<file path="src/rtl/symcounter_pkg.sv">
// Shared types and default timing constants for the SymCounter game flow.
package symcounter_pkg;

  typedef logic [3:0] level_t;
  typedef logic [3:0] secs_t;

  typedef enum logic [2:0] {
    IDLE,
    PRE,
    PLAY,
    POST_REQ,
    POST_WAIT,
    DONE
  } seq_state_t;

  localparam int PRE_SECS  = 3;
  localparam int PLAY_SECS = 10;
  localparam int MAX_LEVEL = 8;

endpackage

</file>
<file path="src/rtl/level_sequencer_if.sv">
// Player/post-period handshake bundle between level_sequencer and its peers.
// The sequencer is the master: it starts the post period and consumes the rest.
interface level_sequencer_if;
  logic startBtn;
  logic answerValid;
  logic answerCorrect;
  logic levelComplete;
  logic postSig;

  modport master (
    input  startBtn, answerValid, answerCorrect, levelComplete,
    output postSig
  );

  modport slave (
    output startBtn, answerValid, answerCorrect, levelComplete,
    input  postSig
  );
endinterface

</file>
<file path="src/rtl/level_sequencer_tick_countdown.sv">
// Loadable down-counter advanced by the 1 Hz tick. A load in the same cycle
// as a tick wins, so the tick that coincides with a load is never counted.
// expire flags the tick that takes the count from 1 to 0.
module tick_countdown
  import symcounter_pkg::*;
(
  input  logic  Clk100M,
  input  logic  Reset_n,
  input  logic  load,
  input  secs_t loadVal,
  input  logic  tick,
  output secs_t count,
  output logic  expire
);

  // Count register: load has priority, decrement stops at zero.
  always_ff @(posedge Clk100M) begin
    if (!Reset_n)
      count <= '0;
    else if (load)
      count <= loadVal;
    else if (tick && (count != '0))
      count <= count - 1'b1;
  end

  assign expire = tick && (count == secs_t'(1));

endmodule

</file>
<file path="src/rtl/level_sequencer.sv">
// Per-level game flow: PRE countdown, timed PLAY, then the post-period
// handshake (postSig out, levelComplete back), advancing or ending the game.
// Optional feature macro: LEVEL_TIMEOUT_EN adds a POST_WAIT tick watchdog.
module level_sequencer
  import symcounter_pkg::*;
#(
  parameter int PRE_SECS     = symcounter_pkg::PRE_SECS,
  parameter int PLAY_SECS    = symcounter_pkg::PLAY_SECS,
  parameter int MAX_LEVEL    = symcounter_pkg::MAX_LEVEL,
  parameter int POST_TIMEOUT = 15
) (
  input  logic                     Clk100M,
  input  logic                     Reset_n,
  input  logic                     Clk1Hz,
  level_sequencer_if.master        bus,
  output level_t                   level,
  output secs_t                    timeLeft,
  output logic                     preActive,
  output logic                     playActive,
  output logic                     lastCorrect,
  output logic                     gameOver,
  output logic                     gameWon
);

  localparam level_t LastLevel = level_t'(MAX_LEVEL - 1);

  seq_state_t state, stateNext;
  level_t     levelNext;
  logic       lastNext;
  logic       wonNext;
  logic       cntLoad;
  secs_t      cntLoadVal;
  logic       cntTick;
  logic       cntExpire;
  logic       earlyDone;
  logic       wdExpire;
  logic       handshake;

  // An answer in PLAY discards a coincident tick.
  assign cntTick = Clk1Hz && ((state == PRE) || ((state == PLAY) && !bus.answerValid));

  tick_countdown uCount (
    .Clk100M (Clk100M),
    .Reset_n (Reset_n),
    .load    (cntLoad),
    .loadVal (cntLoadVal),
    .tick    (cntTick),
    .count   (timeLeft),
    .expire  (cntExpire)
  );

`ifdef LEVEL_TIMEOUT_EN
  secs_t wdCount;
  logic  wdFire;

  tick_countdown uWatchdog (
    .Clk100M (Clk100M),
    .Reset_n (Reset_n),
    .load    (state == POST_REQ),
    .loadVal (secs_t'(POST_TIMEOUT)),
    .tick    (Clk1Hz && (state == POST_WAIT)),
    .count   (wdCount),
    .expire  (wdFire)
  );

  assign wdExpire = wdFire && (wdCount != '0);
`else
  // Without the watchdog POST_WAIT never gives up; POST_TIMEOUT has no effect.
  assign wdExpire = 1'b0 && (POST_TIMEOUT > 0);
`endif

  // levelComplete seen during POST_REQ is remembered for the first POST_WAIT cycle.
  assign handshake = bus.levelComplete || earlyDone || wdExpire;

  // Next-state and next-value logic for the level flow.
  always_comb begin
    stateNext  = state;
    levelNext  = level;
    lastNext   = lastCorrect;
    wonNext    = gameWon;
    cntLoad    = 1'b0;
    cntLoadVal = '0;
    unique case (state)
      IDLE, DONE: begin
        if (bus.startBtn) begin
          levelNext  = '0;
          wonNext    = 1'b0;
          cntLoad    = 1'b1;
          cntLoadVal = secs_t'(PRE_SECS);
          stateNext  = PRE;
        end
      end
      PRE: begin
        if (cntExpire) begin
          cntLoad    = 1'b1;
          cntLoadVal = secs_t'(PLAY_SECS);
          stateNext  = PLAY;
        end
      end
      PLAY: begin
        if (bus.answerValid) begin
          lastNext  = bus.answerCorrect;
          cntLoad   = 1'b1;
          stateNext = POST_REQ;
        end else if (cntExpire) begin
          lastNext  = 1'b0;
          stateNext = POST_REQ;
        end
      end
      POST_REQ: stateNext = POST_WAIT;
      POST_WAIT: begin
        if (handshake) begin
          if (lastCorrect && (level != LastLevel)) begin
            levelNext  = level + 1'b1;
            cntLoad    = 1'b1;
            cntLoadVal = secs_t'(PRE_SECS);
            stateNext  = PRE;
          end else begin
            wonNext   = lastCorrect;
            stateNext = DONE;
          end
        end
      end
      default: stateNext = IDLE;
    endcase
  end

  // State plus registered outputs decoded from the next state.
  always_ff @(posedge Clk100M) begin
    if (!Reset_n) begin
      state       <= IDLE;
      level       <= '0;
      lastCorrect <= 1'b0;
      gameWon     <= 1'b0;
      gameOver    <= 1'b0;
      preActive   <= 1'b0;
      playActive  <= 1'b0;
      bus.postSig <= 1'b0;
      earlyDone   <= 1'b0;
    end else begin
      state       <= stateNext;
      level       <= levelNext;
      lastCorrect <= lastNext;
      gameWon     <= wonNext;
      gameOver    <= (stateNext == DONE);
      preActive   <= (stateNext == PRE);
      playActive  <= (stateNext == PLAY);
      bus.postSig <= (stateNext == POST_REQ);
      earlyDone   <= (state == POST_REQ) && bus.levelComplete;
    end
  end

endmodule

</file>
<file path="src/flat_wrapper.sv">
// flat-port wrapper written by rule: the top's interface ports become plain ports
module level_sequencer_flat import symcounter_pkg::*;
#(
  parameter int PRE_SECS     = symcounter_pkg::PRE_SECS,
  parameter int PLAY_SECS    = symcounter_pkg::PLAY_SECS,
  parameter int MAX_LEVEL    = symcounter_pkg::MAX_LEVEL,
  parameter int POST_TIMEOUT = 15
)
  (Clk100M, Reset_n, Clk1Hz, level, timeLeft, preActive, playActive, lastCorrect, gameOver, gameWon, bus_startBtn, bus_answerValid, bus_answerCorrect, bus_levelComplete, bus_postSig);
  level_sequencer_if bus_i ();
  input  logic Clk100M;
  input  logic Reset_n;
  input  logic Clk1Hz;
  output level_t level;
  output secs_t timeLeft;
  output logic preActive;
  output logic playActive;
  output logic lastCorrect;
  output logic gameOver;
  output logic gameWon;
  input wire logic [$bits(bus_i.startBtn)-1:0] bus_startBtn;
  input wire logic [$bits(bus_i.answerValid)-1:0] bus_answerValid;
  input wire logic [$bits(bus_i.answerCorrect)-1:0] bus_answerCorrect;
  input wire logic [$bits(bus_i.levelComplete)-1:0] bus_levelComplete;
  output wire logic [$bits(bus_i.postSig)-1:0] bus_postSig;
  assign bus_i.startBtn = bus_startBtn;
  assign bus_i.answerValid = bus_answerValid;
  assign bus_i.answerCorrect = bus_answerCorrect;
  assign bus_i.levelComplete = bus_levelComplete;
  assign bus_postSig = bus_i.postSig;
  level_sequencer #(.PRE_SECS(PRE_SECS), .PLAY_SECS(PLAY_SECS), .MAX_LEVEL(MAX_LEVEL), .POST_TIMEOUT(POST_TIMEOUT)) u_core (.Clk100M(Clk100M), .Reset_n(Reset_n), .Clk1Hz(Clk1Hz), .bus(bus_i), .level(level), .timeLeft(timeLeft), .preActive(preActive), .playActive(playActive), .lastCorrect(lastCorrect), .gameOver(gameOver), .gameWon(gameWon));
endmodule
</file>
<file path="config.mk">
export PLATFORM = sky130hd
export DESIGN_NAME = level_sequencer_flat
export DESIGN_NICKNAME = d
export VERILOG_FILES = /design/src/rtl/symcounter_pkg.sv /design/src/rtl/level_sequencer_if.sv /design/src/rtl/level_sequencer_tick_countdown.sv /design/src/rtl/level_sequencer.sv /design/src/flat_wrapper.sv
export SDC_FILE = /design/constraint.sdc
export NUM_CORES = 1
export LEC_CHECK = 0
export BUFFER_PORTS_ARGS = -buffer_cell sky130_fd_sc_hd__buf_2
export CAP_MARGIN = 15
export CORE_AREA = 2 2 53 43
export CTS_BUF_LIST = sky130_fd_sc_hd__clkbuf_4 sky130_fd_sc_hd__clkbuf_8
export CTS_CLUSTER_DIAMETER = 40
export DETAILED_ROUTE_END_ITERATION = 10
export DIE_AREA = 0 0 55 45
export PLACE_DENSITY = 0.78
export SLEW_MARGIN = 20
export SYNTH_ARGS = -nofsm -noshare
export SYNTH_HDL_FRONTEND = slang
export SYNTH_SLANG_ARGS = --single-unit
</file>
<file path="constraint.sdc">
create_clock -name Clk100M -period 2 [get_ports Clk100M]
set_input_delay 0.2 -clock Clk100M [delete_from_list [all_inputs] [get_ports Clk100M]]
set_output_delay 0.2 -clock Clk100M [all_outputs]
set_load 0.02 [all_outputs]
</file>
# --- After elaboration in Yosys (flattened, before gate mapping) ---
# Index checks and enable logic that the tools add are counted.
classes:
  n_addsub: 2
  mul: 0
  div_mod_pow: 0
  n_lt_le_gt_ge: 0
  n_eq_ne: 15
  shifts: 0
  mux: 30
  bitwise_logic: 0
  reduce_logical: 18
op_table:
  columns: ["cell", "n"]
  rows:
  - ["4-bit two-way mux", 7]
  - ["3-bit two-way mux", 6]
  - ["3-bit case mux with 5 select lines", 1]
  - ["3-bit by 2-bit == test with 1-bit output (second input constant)", 4]
  - ["4-bit case mux with 3 select lines", 1]
  - ["1-bit two-way mux", 10]
  - ["3-bit == test (second input constant)", 3]
  - ["4-bit case mux with 2 select lines", 1]
  - ["4-bit AND reduction", 2]
  - ["3-bit by 1-bit == test with 1-bit output (second input constant)", 2]
  - ["1-bit logical AND", 6]
  - ["2-bit nonzero test", 3]
  - ["4-bit by 1-bit adder with 4-bit output (second input constant)", 1]
  - ["4-bit by 1-bit == test with 1-bit output (second input constant)", 1]
  - ["2-bit two-way mux", 2]
  - ["2-bit by 1-bit inequality test with 1-bit output (second input constant)", 2]
  - ["2-bit inequality test (second input constant)", 2]
  - ["4-bit by 3-bit inequality test with 1-bit output (second input constant)", 1]
  - ["1-bit case mux with 4 select lines", 1]
  - ["4-bit nonzero test", 1]
  - ["4-bit by 1-bit subtractor with 4-bit output (second input constant)", 1]
  - ["3-bit logical NOT", 1]
  - ["1-bit logical OR", 2]
  - ["1-bit case mux with 2 select lines", 1]
  - ["other kinds (3)", 3]
totals:
  regBits: 18
  latch_bits: 0
  ramBits: 0
  romBits: 0
  input_bits: 7
  mem_count: 0

# --- Logic depth before layout (Yosys ltp) ---
logic_depth:
  depth_word: 9
  mapped_depth: 6

# --- Cells and area by module ---
# From an unflattened synthesis, not the netlist that was laid out.
hier_totals:
  hier_cells: 126
  area_unflattened_um2: 1046.0
modules_own_cells:
  columns: ["mod", "instances", "cells_each", "area_per_inst_um2", "seq_area_each_um2"]
  rows:
  - ["level_sequencer", 1, 94, 780.7, 280.3]
  - ["tick_countdown", 1, 32, 265.3, 80.1]

# --- Worst setup path before layout ---
# Ideal clock, no wire load.
synth_path:
  path_type: "register to register"
  from: "register u_core.uCount.count[0]"
  to: "register u_core.gameOver"
  setup_ps: 60
  arrival_ps: 1511
  required_ps: 1940
  setup_slack_ps: 429
  path_stages_with_launch: 6
  path_buffers: 0
  path_cell_list: "dfxtp_1 -> ha_1 -> nor4bb_1 -> a21oi_1 -> a211oi_2 -> and3_1"
synth_via:
  elab_chain_cells: 6
synth_rtl:
  columns: ["item", "line_no", "rtl"]
  rows:
  - ["from (decl)", "level_sequencer_tick_countdown.sv:12", "output secs_t count,"]
  - ["from (signal assigned)", "level_sequencer_tick_countdown.sv:21", "count <= loadVal;"]
  - ["from (signal assigned)", "level_sequencer_tick_countdown.sv:23", "count <= count - 1'b1;"]
  - ["4-bit by 1-bit == test with 1-bit output *", "level_sequencer_tick_countdown.sv:26", "assign expire = tick && (count == secs_t'(1));"]
  - ["1-bit logical AND *", "level_sequencer_tick_countdown.sv:26", null]
  - ["3-bit two-way mux", "level_sequencer.sv:105", "end else if (cntExpire) begin"]
  - ["3-bit two-way mux", "level_sequencer.sv:101", "if (bus.answerValid) begin"]
  - ["3-bit case mux with 5 select lines *", "level_sequencer.sv:83", "unique case (state)"]
  - ["3-bit == test *", "level_sequencer.sv:145", "gameOver <= (stateNext == DONE);"]
  - ["to (signal assigned)", "level_sequencer.sv:145", null]
  - ["to (decl)", "level_sequencer.sv:21", "output logic gameOver,"]
# Every way passes the cells marked *; elsewhere a longest branch is shown, timed or not.
# A chain may end at the register's enable or synchronous reset.

# --- Worst setup path in the final report ---
# Ends and elaborated chain as after synthesis.

==> impl_summary.md <==
Critical path
The maximum single-stage delay on the critical path is 0.42 ns. STA puts the critical path data arrival time at 1.99 ns. The required time of the critical path is 2.25 ns. Counting both buffers and inverters, the worst setup path holds a total of 0. The nature of the critical path startpoint is a register. In this design, the largest share of critical-path delay is due to simple AND/OR/NAND/NOR gates. Traced cell by cell, the critical path runs through ha_1 -> nor4bb_1 -> a21oi_1 -> a211oi_2 -> and3_1. The length in cells of the worst reg-to-reg path is 5. The maximum fanout count along the critical path is 5. The worst register-to-register path begins at u_core.uCount.count[0]. The worst register-to-register path ends at u_core.gameOver. The worst setup slack for register-to-register paths is 0.26 ns.

The endpoint class of the critical path is a register. The slowest stage of the critical path is the sky130_fd_sc_hd__dfxtp_1 cell. The worst setup path is of the register to register kind.

Finish
The library cells used most frequently in the layout, excluding fill and tap cells, are sky130_fd_sc_hd__buf_2 (20), sky130_fd_sc_hd__dfxtp_1 (18), sky130_fd_sc_hd__nand2_1 (7). The share of cells above drive strength 1 is 25.19%. The area used by sequential logic in the layout is 360.3 sq um.

In the final design database the tool counted 146 nets. Once layout is complete, the cells apart from fillers number 159. The filler cells instantiated in the layout total 173. The multi-input combinational cell area is 644.4 sq um.

Leaving out fill and tap cells, the most frequent cell in the layout is sky130_fd_sc_hd__buf_2. The number of diodes added for antenna fixing is 0. The layout overhead on the synthesized area is 14.80%.

Global route
The final global-route overflow total is 0. The initial antenna violation count is 0. In the global route stage, overall resource usage came out at 20.17%. The largest net degree at the start of global routing is 18.

The wire length of the first global-routing pass is 3567 microns. The via count of the first global-routing pass is 786.

Logic synthesis
The number of storage elements in the synthesis netlist is 18. The number of enable flip-flop cells after synthesis is 0. By area the synthesized netlist is led by sky130_fd_sc_hd__dfxtp_1 (35%), sky130_fd_sc_hd__ha_1 (3.6%), sky130_fd_sc_hd__nand2b_1 (3.6%).

The Yosys warning count is 0. Averaged over all synthesized cells, the footprint is 9.121 sq um. The biggest area contributor in the post-synthesis netlist is sky130_fd_sc_hd__dfxtp_1.

After synthesis, the largest area contributor takes up 34.66% of total cell area. The most instantiated flip-flop cell in the synthesis netlist is sky130_fd_sc_hd__dfxtp_1. The number of nets handed over by synthesis was 124. The synthesized cell area is 0.001040 sq mm. The cell count after synthesis is 114. The share of flip-flops with an asynchronous set or reset after synthesis is 0%.

The distinct cell type count of the synthesized netlist is 49. The portion of the post-synthesis area used by sequential elements is 34.66%.

Clocking
The cell at the root of the clock tree is sky130_fd_sc_hd__clkbuf_4. After clock tree synthesis, the clock-pin slew on the worst setup and hold paths is 0.10 ns. The number of post-CTS setup repair buffers is 0. CTS saw 18 sinks. The number of buffers created by CTS is 3. Buffers inserted to repair hold after CTS numbered 0. The CTS tree is done. The clock latency at the later pin of the worst-skew pair is 0.30 ns. In this run the number of H-tree levels came out at 1. Once the clock tree was built, the resizer swapped 0 gates to a different size.

The maximum clock path buffer count is 2.

STA
Setup repair after global routing left no endpoint under its margin. The worst hold slack across all endpoints is 0.1710 ns. The smallest clock period supported by the final layout is computed as 1.743 ns. The summed negative setup slack over all endpoints is 0 ns. The number of hold violations in the final report is 0. The period utilization is 87.16%. The highest attainable clock frequency is 573.6 MHz. The clock skew is 0.001188 ns. The transition time of the tightest slew-check pin is 0.4975 ns.

The total of endpoints with negative setup slack in the final report is 0. Measured against its own limit, the worst slew margin works out to 66.79%. The max-slew violation count came to 0.

Power and ir drop
The sequential cell fraction of total power is 50.8%. The clock share of power is 29.2%. The leakage component of the power is 0.4810 nW. The part of the total power dissipated in combinational logic is 20.1%. The largest voltage drop on the vdd net is 0.0005249 V. The net switching power is 0.2291 mW.

In this run switching power makes up 29.48% of total power. For this design the ratio of total power to cell area is 651.0 mW/mm^2. The internal power component is 0.5480 mW.

Drt
In the routed layout, each cell is associated on average with a via count of 5.730. The routed layout has 911 vias. The number of detailed-route iterations in the first pass is 4. The DRC violations left is 0. The antenna violation net count after detailed routing is 0. The total wire length after detailed routing is 2209 microns.

The first routing iteration left 25 violations. After detailed routing, the average wire length per cell comes to 13.89 microns.

Die
The die height is 45 microns. The die covers 0.002475 sq mm. The overall die width is 55 microns. The region available for standard cell placement spans 0.001927 sq mm. The initial core utilization is 53.96%. 21 I/O pins were placed. The cell row count is 14.

Min path
The path with the worst hold slack has its endpoint at u_core.earlyDone. The tightest min-delay check is of the primary input to register type. Counting instances, the worst hold path has a depth of 3. The worst hold path startpoint is bus_levelComplete.

Place
The number of placed instances with taps included is 155. Routability-driven placement finished with a final weighted congestion of 0.7905. The count of buffers added on input and output ports is 20. The half-perimeter wire length after detailed placement is 1623 microns.

Outcome
The run finished with clean final reports.

Flow run
The number of max-capacitance violations reported is 0.
==> worst reg2reg max path, stage by stage, from the launching register on <==
cell	delay, ns
sky130_fd_sc_hd__dfxtp_1	0.42
sky130_fd_sc_hd__ha_1	0.20
sky130_fd_sc_hd__nor4bb_1	0.39
sky130_fd_sc_hd__a21oi_1	0.16
sky130_fd_sc_hd__a211oi_2	0.32
sky130_fd_sc_hd__and3_1	0.20
==> metrics by stage <==
stage / total power [mW] / setup WS (ns) / utilization [%] / instance area (sq um)
after detailed placement: 0.5580 / 0.2977 / 60.06 / 1157
final: 0.7771 / 0.2568 / 61.95 / 1194
after CTS: 0.7830 / 0.2638 / 61.95 / 1194
after floorplan: 0.5158 / 0.4292 / - / 1040
after global placement: 0.5548 / 0.3183 / 60.06 / 1157
after global routing: 0.8170 / 0.08423 / 61.95 / 1194
==> area by class of cell <==
type	count	share of cell area [%]
multi-input cells	88	53.98
flip-flops and latches	18	30.19
repair buffers	21	9.015
clock buffers	4	3.040
well taps	24	2.516
inverters	4	1.258
==> routing by layer <==
layer,vias to the layer above,share of wire (%),global-route usage [%]
met5,-,0,0
met4,0,0.59,4.390
met3,2,6.2,6.954
met2,22,45,30.48
met1,424,49,27.89
li1,463,-,-
==> worst max-delay path by stage <==
stage,start,end,slack [ns],depth (start not counted)
3_3_place_gp,u_core.state[1],u_core.uCount.count[1],0.32,4
2_1_floorplan,u_core.uCount.count[0],u_core.gameOver,0.43,5
3_5_place_dp,u_core.state[1],u_core.uCount.count[1],0.30,4
6_report,u_core.uCount.count[0],u_core.gameOver,0.26,5
5_1_grt,u_core.uCount.count[0],u_core.gameOver,0.08,5
4_1_cts,u_core.state[1],u_core.uCount.count[1],0.26,4
==> flip-flops by register name (all words and copies together) (netlist names) <==
signal	cells
u_core.lastCorrect	1
u_core.uCount.count	4
u_core.preActive	1
u_core.gameWon	1
u_core.level	4
u_core.gameOver	1
u_core.earlyDone	1
u_core.bus.postSig	1
u_core.state	3
u_core.playActive	1
==> cells in the mapped netlist, drive strengths merged, types with 3 or more instances <==
library cell,number
dfxtp,18
nand2,7
a21oi,6
nand2b,6
o21ai,6
a211oi,4
inv,4
nor2,4
nor3b,4
or2,4
a21bo,3
ha,3
nand3,3
nand4,3
or3b,3
==> power by group through the flow <==
stage | logic, mW | registers [mW] | clock network [mW]
4_1_cts | 0.156 | 0.394 | 0.232
2_1_floorplan | 0.107 | 0.408 | 0
5_1_grt | 0.173 | 0.398 | 0.246
3_5_place_dp | 0.155 | 0.403 | 0
3_3_place_gp | 0.153 | 0.402 | 0
6_report | 0.156 | 0.395 | 0.227
==> cell families after synthesis <==
family	count (synthesis)	share of synthesized area [%]
AO/OA/AOI/OAI	31	22.98
AND/OR/NAND/NOR	50	31.89
multiplexers	1	0.9627
flip-flops	18	34.66
buffers and inverters	8	3.369
adder cells (fa/ha/maj)	3	3.610
XOR/XNOR	3	2.528
No activity file was read; power rests on OpenSTA's default activity.
